### config.mk
export PLATFORM = sky130hd
export DESIGN_NAME = fft_sample_loader
export DESIGN_NICKNAME = d
export VERILOG_FILES = /design/src/rtl/fft_pkg.sv /design/src/rtl/fft_bank_addr_gen.sv /design/src/rtl/fft_sample_loader.sv
export SDC_FILE = /design/constraint.sdc
export NUM_CORES = 1
export LEC_CHECK = 0
export ABC_AREA = 1
export CAP_MARGIN = 10
export CORE_ASPECT_RATIO = 0.7
export CORE_UTILIZATION = 25
export DETAILED_ROUTE_END_ITERATION = 6
export PLACE_DENSITY_LB_ADDON = 0.12
export SYNTH_ARGS = -nofsm -noshare
export SYNTH_HDL_FRONTEND = slang
export SYNTH_SLANG_ARGS = --single-unit
### constraint.sdc
create_clock -name iCLK -period 1.61 [get_ports iCLK]
set_clock_uncertainty 0.05 [all_clocks]
set_input_delay 0.322 -clock iCLK [delete_from_list [all_inputs] [get_ports iCLK]]
set_output_delay 0.322 -clock iCLK [all_outputs]
set_load 0.02 [all_outputs]
### src/rtl/fft_pkg.sv
// Shared types and default geometry for the FFT front end and fft_top.
package fft_pkg;

  localparam int FFT_DATA_W = 16;
  localparam int FFT_BANKS  = 4;
  localparam int FFT_DEPTH  = 512;

  typedef enum logic [1:0] {
    IDLE   = 2'd0,
    FILL   = 2'd1,
    LAUNCH = 2'd2,
    WAIT   = 2'd3
  } state_t;

endpackage

### src/rtl/fft_bank_addr_gen.sv
// Maps a linear sample index to a one-hot bank select and in-bank address,
// in sequential (bank-major) or interleaved (bank-minor) order.
module fft_bank_addr_gen
  import fft_pkg::*;
#(
  parameter int BANKS  = FFT_BANKS,
  parameter int DEPTH  = FFT_DEPTH,
  parameter int ADDR_W = $clog2(DEPTH),
  parameter int CNT_W  = $clog2(BANKS * DEPTH)
) (
  input  logic [CNT_W-1:0]  cnt,
  input  logic              ilv,
  output logic [BANKS-1:0]  we,
  output logic [ADDR_W-1:0] addr
);

  localparam int BANK_W = $clog2(BANKS);

  logic [BANK_W-1:0] bank;

  // Split the index into bank and address fields according to the order mode.
  always_comb begin
    if (ilv) begin
      bank = cnt[BANK_W-1:0];
      addr = cnt[CNT_W-1:BANK_W];
    end else begin
      bank = cnt[CNT_W-1:ADDR_W];
      addr = cnt[ADDR_W-1:0];
    end
    we       = '0;
    we[bank] = 1'b1;
  end

endmodule

### src/rtl/fft_sample_loader.sv
// Loads a valid-qualified sample stream into the banked FFT input RAM,
// pulses the FFT start, and waits for completion (optionally re-arming).
module fft_sample_loader
  import fft_pkg::*;
#(
  parameter int DATA_W = FFT_DATA_W,
  parameter int BANKS  = FFT_BANKS,
  parameter int DEPTH  = FFT_DEPTH,
  parameter int ADDR_W = $clog2(DEPTH),
  parameter int FCNT_W = 16
) (
  input  logic              iCLK,
  input  logic              iRESET,
  input  logic              iARM,
  input  logic              iCONT,
  input  logic              iILV,
  input  logic              iVALID,
  input  logic [DATA_W-1:0] iDATA,
  output logic              oREADY,
  output logic [BANKS-1:0]  oWE,
  output logic [ADDR_W-1:0] oADDR_WR,
  output logic [DATA_W-1:0] oDATA,
  output logic              oFFT_START,
  input  logic              iFFT_RDY,
  output logic              oBUSY,
  output logic              oDROP,
  output logic [FCNT_W-1:0] oFRAME_CNT
);

  localparam int N     = BANKS * DEPTH;
  localparam int CNT_W = $clog2(N);
  localparam logic [CNT_W-1:0] CNT_LAST = CNT_W'(N - 1);

  state_t              state_q, state_d;
  logic [CNT_W-1:0]    cnt_q, cnt_d;
  logic                ilv_q, ilv_d;
  logic                cont_q, cont_d;
  logic                rdy_q;
  logic                ready_q, ready_d;
  logic [BANKS-1:0]    we_q, we_d;
  logic [ADDR_W-1:0]   addr_q, addr_d;
  logic [DATA_W-1:0]   data_q, data_d;
  logic                start_q, start_d;
  logic                busy_q, busy_d;
  logic                drop_q, drop_d;
  logic [FCNT_W-1:0]   fcnt_q, fcnt_d;

  logic [BANKS-1:0]    gen_we;
  logic [ADDR_W-1:0]   gen_addr;
  logic                accept;
  logic                rdy_rise;

  fft_bank_addr_gen #(
    .BANKS  (BANKS),
    .DEPTH  (DEPTH),
    .ADDR_W (ADDR_W),
    .CNT_W  (CNT_W)
  ) u_addr_gen (
    .cnt  (cnt_q),
    .ilv  (ilv_q),
    .we   (gen_we),
    .addr (gen_addr)
  );

  // Next-state and registered-output computation for the load sequencer.
  always_comb begin
    state_d  = state_q;
    cnt_d    = cnt_q;
    ilv_d    = ilv_q;
    cont_d   = cont_q;
    we_d     = '0;
    addr_d   = addr_q;
    data_d   = data_q;
    start_d  = 1'b0;
    drop_d   = drop_q;
    fcnt_d   = fcnt_q;
    // ready_q is high exactly while in FILL, so acceptance needs no state term.
    accept   = iVALID && ready_q;
    rdy_rise = iFFT_RDY && !rdy_q;

    if (accept) begin
      we_d   = gen_we;
      addr_d = gen_addr;
      data_d = iDATA;
    end

    case (state_q)
      IDLE: begin
        if (iARM) begin
          ilv_d   = iILV;
          cont_d  = iCONT;
          cnt_d   = '0;
          drop_d  = 1'b0;
          state_d = FILL;
        end
      end
      FILL: begin
        if (accept) begin
          cnt_d = cnt_q + CNT_W'(1);
          if (cnt_q == CNT_LAST) state_d = LAUNCH;
        end
      end
      LAUNCH: begin
        // First LAUNCH cycle raises the pulse; second leaves with it dropping.
        if (!start_q) start_d = 1'b1;
        else          state_d = WAIT;
      end
      WAIT: begin
        if (rdy_rise) begin
          fcnt_d = fcnt_q + FCNT_W'(1);
          if (cont_q) begin
            ilv_d   = iILV;
            cont_d  = iCONT;
            cnt_d   = '0;
            state_d = FILL;
          end else begin
            state_d = IDLE;
          end
        end
      end
      default: state_d = IDLE;
    endcase

    if ((state_q == LAUNCH || state_q == WAIT) && cont_q && iVALID && !ready_q)
      drop_d = 1'b1;

    ready_d = (state_d == FILL);
    busy_d  = (state_d != IDLE);
  end

  // State and output registers with synchronous reset.
  always_ff @(posedge iCLK) begin
    if (iRESET) begin
      state_q <= IDLE;
      cnt_q   <= '0;
      ilv_q   <= 1'b0;
      cont_q  <= 1'b0;
      rdy_q   <= 1'b0;
      ready_q <= 1'b0;
      we_q    <= '0;
      addr_q  <= '0;
      data_q  <= '0;
      start_q <= 1'b0;
      busy_q  <= 1'b0;
      drop_q  <= 1'b0;
      fcnt_q  <= '0;
    end else begin
      state_q <= state_d;
      cnt_q   <= cnt_d;
      ilv_q   <= ilv_d;
      cont_q  <= cont_d;
      rdy_q   <= iFFT_RDY;
      ready_q <= ready_d;
      we_q    <= we_d;
      addr_q  <= addr_d;
      data_q  <= data_d;
      start_q <= start_d;
      busy_q  <= busy_d;
      drop_q  <= drop_d;
      fcnt_q  <= fcnt_d;
    end
  end

  assign oREADY     = ready_q;
  assign oWE        = we_q;
  assign oADDR_WR   = addr_q;
  assign oDATA      = data_q;
  assign oFFT_START = start_q;
  assign oBUSY      = busy_q;
  assign oDROP      = drop_q;
  assign oFRAME_CNT = fcnt_q;

endmodule

Yosys cells after proc, flatten, opt, wreduce, memory -nomap -nowiden
Cells that the tools add are included.

storage, ports and cells
  register bits after elaboration = 65
  latch bits = 0
  RAM bits = 0
  bits in read-only memories = 0
  input port bits = 23
  output and inout port bits = 49
  word-level logic and storage cells = 78
  memories kept = 0

cells by class
  add/subtract/negate cells = 2
  multiply operators = 0
  divide/modulo/power cells = 0
  $lt $le $gt $ge = 2
  equality and inequality tests = 9
  shift operators = 0
  multiplexer cells = 28
  bitwise logic cells = 2
  reductions and logical operators = 22

operators by type and width
  operator                                                                number
  11-bit two-way mux                                                      4
  11-bit case mux with 3 select lines                                     1
  16-bit by 1-bit adder with 16-bit output (second input constant)        1
  1-bit two-way mux                                                       12
  2-bit two-way mux                                                       6
  11-bit by 1-bit adder with 11-bit output (second input constant)        1
  11-bit == test (second input constant)                                  1
  9-bit two-way mux                                                       1
  2-bit != test (second input constant)                                   4
  2-bit case mux with 4 select lines                                      1
  2-bit nonzero test                                                      4
  1-bit logical AND                                                       6
  5-bit AND reduction                                                     1
  2-bit by 1-bit == test with 1-bit output (second input constant)        2
  2-bit == test (second input constant)                                   2
  1-bit case mux with 2 select lines                                      2
  2-bit AND reduction                                                     2
  4-bit AND reduction                                                     1
  2-bit OR reduction                                                      2
  2-bit by 3-bit < comparator with 1-bit output (second input constant)   1
  3-bit AND reduction                                                     1
  3-bit nonzero test                                                      1
  1-bit demux with 2-bit select                                           1
  2-bit by 1-bit >= comparator with 1-bit output (second input constant)  1
  other kinds (4)                                                         6

Longest topological paths before layout
  depth after elaboration = 7
  depth in mapped cells = 11
  depth with buffers taken out = 9

Hierarchy
Synthesis repeated with hierarchy kept, for this count alone.

unflattened totals
  cell total of the unflattened synthesis = 438
  area total of the unflattened synthesis = 3031.7 um2

modules (own cells, without submodules)
  module             instances  cells an instance  area each (um2)  seq. area each (um2)
  fft_sample_loader  1          394                2847.7           1301.2
  fft_bank_addr_gen  1          44                 183.9            0.0

Worst setup path before layout
No wires, ideal clock.

  path type = reg2reg
  start = reg fcnt_q[6], in the netlist oFRAME_CNT[6]
  end = reg fcnt_q[10], in the netlist oFRAME_CNT[10]
  setup time = 113 ps
  arrival time = 1254 ps
  data required time = 1447 ps
  slack = 193 ps
  cell stages (with the launch flop) = 8
  path buffers = 0
  path through = dfxtp_1 -> inv_1 -> nor3_1 -> inv_1 -> nor2_2 -> nand2_1 -> nand2_1 -> nor2_1

on the way
  longest elaborated chain between the ends = 1

RTL lines
  item                                      line                      text
  from (decl)                               fft_sample_loader.sv:46   logic [FCNT_W-1:0] fcnt_q, fcnt_d;
  from (signal assigned)                    fft_sample_loader.sv:160  fcnt_q <= fcnt_d;
  16-bit by 1-bit adder with 16-bit output  fft_sample_loader.sv:110  fcnt_d = fcnt_q + FCNT_W'(1);

Every way passes these cells.
A chain may end at the register's enable or synchronous reset.

Worst setup path in the final report
  start = in iVALID
  end = reg addr_q[3], in the netlist oADDR_WR[3]

on the way
  longest elaborated chain between the ends = 1

RTL lines
  item                  line                      text
  from (decl)           fft_sample_loader.sv:17   input logic iVALID,
  1-bit logical AND     fft_sample_loader.sv:78   accept = iVALID && ready_q;
  to (signal assigned)  fft_sample_loader.sv:155  addr_q <= addr_d;
  to (decl)             fft_sample_loader.sv:41   logic [ADDR_W-1:0] addr_q, addr_d;

Every way passes these cells.

==> PnR_summary.wiki <==
{| class="wikitable"
! Metric !! Value
|-
| Synth-to-layout area growth || 47.00%
|-
| Internal power of the cells || 0.003358 W
|-
| Number of cells in the design after placement || 671
|-
| Worst setup SP type || input port
|-
| Via density per instance || 4.261
|-
| Clk network pwr share || 49.6%
|-
| Clock input transition at the sequential cells of the worst setup and hold paths || 0.05 ns
|-
| Series of cell instances along the critical path || clkdlybuf4s50_1 -> nand2_1 -> buf_4 -> buf_12 -> a21oi_1 -> o21ai_0 -> o211ai_1 -> inv_1
|-
| Total via count in the routed design || 2923
|-
| MaxCap Viol Count || 0
|-
| Bufs on Longest Clock Path || 2
|-
| Synth cell types || 28
|-
| Site Rows || 32
|-
| Number of nets in the layout || 554
|-
| Number of setup buffers added after CTS || 0
|-
| Storage element area || 0.001304 mm^2
|-
| Total wire length || 8.142 mm
|-
| Number of global-route vias before repair || 2744
|-
| CTS tree || done
|-
| Fraction of final layout cells with drive strength greater than 1 || 10.88%
|-
| Remaining global-route overflow || 0
|-
| Number of H-tree levels || 3
|-
| Die ar. || 0.01229 mm^2
|-
| Clk sink count || 65
|-
| Antenna-violating nets left || 0
|-
| Setup repair after global routing missed its margin || no
|-
| Clock Tree Root || sky130_fd_sc_hd__clkbuf_16
|-
| Total inserted antenna cells || 0
|-
| Placeable core region || 0.01125 mm^2
|-
| Tmin final || 1.465 ns
|-
| Worst voltage drop across the vdd grid || 0.5141 mV
|-
| Predominant post-synthesis flop cell || sky130_fd_sc_hd__dfxtp_1
|-
| Global-route wire length before repair || 13.46 mm
|-
| Height of the chip || 93.05 um
|-
| Slowest stage cell, crit path || sky130_fd_sc_hd__clkdlybuf4s50_1
|-
| Share of power burned in combinational logic || 11.0%
|-
| Actual slew at the worst max-slew pin || 0.6433 ns
|-
| Maximum fanout encountered on the critical timing path || 19
|-
| Crit path required time || 1.77 ns
|-
| Part of the Yosys area used for sequential elements || 43.96%
|-
| Sequential power share || 39.4%
|-
| Post-Syn Area || 0.002960 mm^2
|-
| Crit path DAT || 1.63 ns
|-
| Fin util || 38.68%
|-
| Maximum number of pins on one net before global-route repair || 33
|-
| Total track usage || 13.85%
|-
| Share of flip-flops with an asynchronous set or reset after synthesis || 0%
|-
| Count of TritonRoute iterations in the first routing pass || 4
|-
| Max_slew headroom || 57.05%
|-
| Capturing element type of the critical path || flop
|-
| Placer's final routability congestion estimate || 0.7903
|-
| Initial DRC count || 152
|-
| Starting Density || 26.31%
|-
| Count of filler cells inserted in the layout || 1195
|-
| PortBufs || 71
|-
| Worst Hold Class || input port to flop
|-
| WL/cell || 11.87 um
|-
| Initial antenna violation count || 0
|-
| Half-perimeter wire length after placement || 6.084 mm
|-
| Final-report max-slew violation count || 0
|-
| Final setup fails || 0
|-
| Net switching fraction of the power || 22.73%
|-
| Number of CTS-inserted buffers || 9
|-
| Synth warn || 0
|-
| Syn Nets || 460
|-
| Power density over the cells || 998.5 mW/mm^2
|-
| Net Sw Power || 0.0009878 W
|-
| Final routed DRC violation total || 0
|-
| Number of flops mapped to enable cells by yosys || 0
|-
| Die width || 132.1 um
|-
| Largest stage delay on the critical path || 0.48 ns
|-
| Setup CP Type || input port to flop
|-
| Fin. Hold Viols || 0
|-
| Number of storage elements in the synthesis netlist || 65
|-
| Number of top-level pins || 72
|-
| Mean area per synthesized cell || 6.805 um^2
|-
| Status || finished, final reports clean
|-
| Final instance count without filler cells || 686
|-
| Number of standard cells after synthesis || 435
|-
| Highest attainable clock frequency || 682.4 MHz
|-
| Fraction of the cycle the final worst path needs || 91.02%
|-
| Cts hold-fix bufs || 0
|-
| Total leakage power || 2.089 nW
|-
| Clock latency on the worst-skew pair || 0.32 ns
|-
| Multi-input combinational cell area || 0.001359 mm^2
|}
==> synthesized netlist by cell type (2+ instances only) <==
| master | number | area share (%) |
|---|---|---|
| sky130_fd_sc_hd__a21oi_1 | 22 | 3.7 |
| sky130_fd_sc_hd__nand2_1 | 82 | 10 |
| sky130_fd_sc_hd__nor2_1 | 88 | 11 |
| sky130_fd_sc_hd__clkbuf_1 | 11 | 1.4 |
| sky130_fd_sc_hd__nand3_2 | 2 | 0.68 |
| sky130_fd_sc_hd__nor2_2 | 3 | 0.63 |
| sky130_fd_sc_hd__buf_4 | 2 | 0.51 |
| sky130_fd_sc_hd__o21ai_0 | 39 | 6.6 |
| sky130_fd_sc_hd__inv_2 | 2 | 0.25 |
| sky130_fd_sc_hd__nand4_1 | 6 | 1.3 |
| sky130_fd_sc_hd__o211ai_1 | 11 | 2.8 |
| sky130_fd_sc_hd__nor3_1 | 7 | 1.2 |
| sky130_fd_sc_hd__ha_1 | 2 | 0.85 |
| sky130_fd_sc_hd__dfxtp_1 | 65 | 44 |
| sky130_fd_sc_hd__inv_1 | 61 | 7.7 |
| sky130_fd_sc_hd__nand3_1 | 20 | 3.4 |
==> stage by stage <==
step / setup TNS (ns) / power, W / setup slack [ns] / cell area [um^2] / hold WS [ns]
3_3_place_gp: -6.489 / 0.002255 / -0.2796 / 4043 / 0.3978
5_1_grt: 0 / 0.004527 / 0.003485 / 4352 / 0.2619
3_5_place_dp: -6.743 / 0.002257 / -0.2687 / 4043 / 0.4058
2_1_floorplan: 0 / 0.001992 / 0.1933 / 2960 / 0.3969
4_1_cts: 0 / 0.004403 / 0.001653 / 4315 / 0.4112
6_report: 0 / 0.004345 / 0.1446 / 4352 / 0.2668
==> power groups by stage <==
stage	Clock [W]	Combinational [W]	Sequential [W]
3_3_place_gp	0	0.000507	0.00175
5_1_grt	0.00228	0.000526	0.00172
6_report	0.00216	0.000477	0.00171
2_1_floorplan	0	0.000203	0.00179
3_5_place_dp	0	0.000509	0.00175
4_1_cts	0.00221	0.000480	0.00171
==> layout by cell type (no fill, tap or decap), drive strengths merged, types with 2 or more instances in the layout <==
master / Yosys / final
nand4: 7 / 7
o211ai: 11 / 11
dfxtp: 65 / 65
dlymetal6s2s: 0 / 4
nor3: 8 / 8
inv: 63 / 63
buf: 4 / 27
dlygate4sd2: 0 / 46
ha: 2 / 2
nand2: 83 / 83
clkdlybuf4s50: 0 / 21
a21oi: 23 / 23
nand3: 22 / 22
bufinv: 0 / 2
nor2: 92 / 92
clkbuf: 11 / 13
o21ai: 39 / 39
==> per-layer routing <==
layer | wire length (um) | global-route usage, % | vias up | part of all wire, %
li1 | - | - | 1560 | -
met4 | 48 | 3.198 | 0 | 0.59
met1 | 4245 | 19.21 | 1293 | 52
met3 | 513 | 5.095 | 8 | 6.3
met5 | 0 | 0 | - | 0
met2 | 3334 | 20.15 | 62 | 41
==> critical path: cells and delay by family <==
kind / cells / cell delay (ns)
and+or+nand+nor: 1 / 0.14
AOI/OAI and AO/OA: 3 / 0.32
buffers and inverters: 4 / 0.85
==> area by class of cell <==
cell class              count  area share (%)
multi-input cells         291           31.22
flip-flops and latches     65           29.96
repair buffers             98           21.31
clock buffers              13           6.210
inverters                  64           5.520
well taps                 153           4.399
clock inverters             2           1.380
==> worst paths after layout <==
path | from | endpoint | slack (ns) | cells past startpoint
min reg2reg | oFFT_START$_SDFF_PP0_ | oFFT_START$_SDFF_PP0_ | 0.39 | 1
max reg2reg | cnt_q[0]$_SDFFE_PP0P_ | oBUSY$_SDFF_PP0_ | 0.16 | 8
max | iVALID | oADDR_WR[3]$_SDFFE_PP0N_ | 0.14 | 8
min | iFFT_RDY | rdy_q$_SDFF_PP0_ | 0.27 | 3
==> registers in the layout (all words and copies together), names as in the netlist <==
signal	flops
cnt_q	11
cont_q	1
ilv_q	1
oADDR_WR	9
oBUSY	1
oDATA	16
oDROP	1
oFFT_START	1
oFRAME_CNT	16
oREADY	1
oWE	4
rdy_q	1
state_q	2
==> timing repair <==
item / in CTS / in global routing
gates resized for setup: 46 / 14
pin swaps: 0 / 1
endpoints found under the setup margin: 46 / 23
==> logic make-up (layout without fill, tap and decap cells) <==
family / Yosys count / count (layout) / share of synthesized area [%]
simple gates: 215 / 215 / 30.98
fa+ha+maj: 2 / 2 / 0.8452
compound gates: 74 / 74 / 13.65
flops: 65 / 65 / 43.96
buf+inv: 79 / 177 / 10.57
Power figures use the tool's default switching activity.
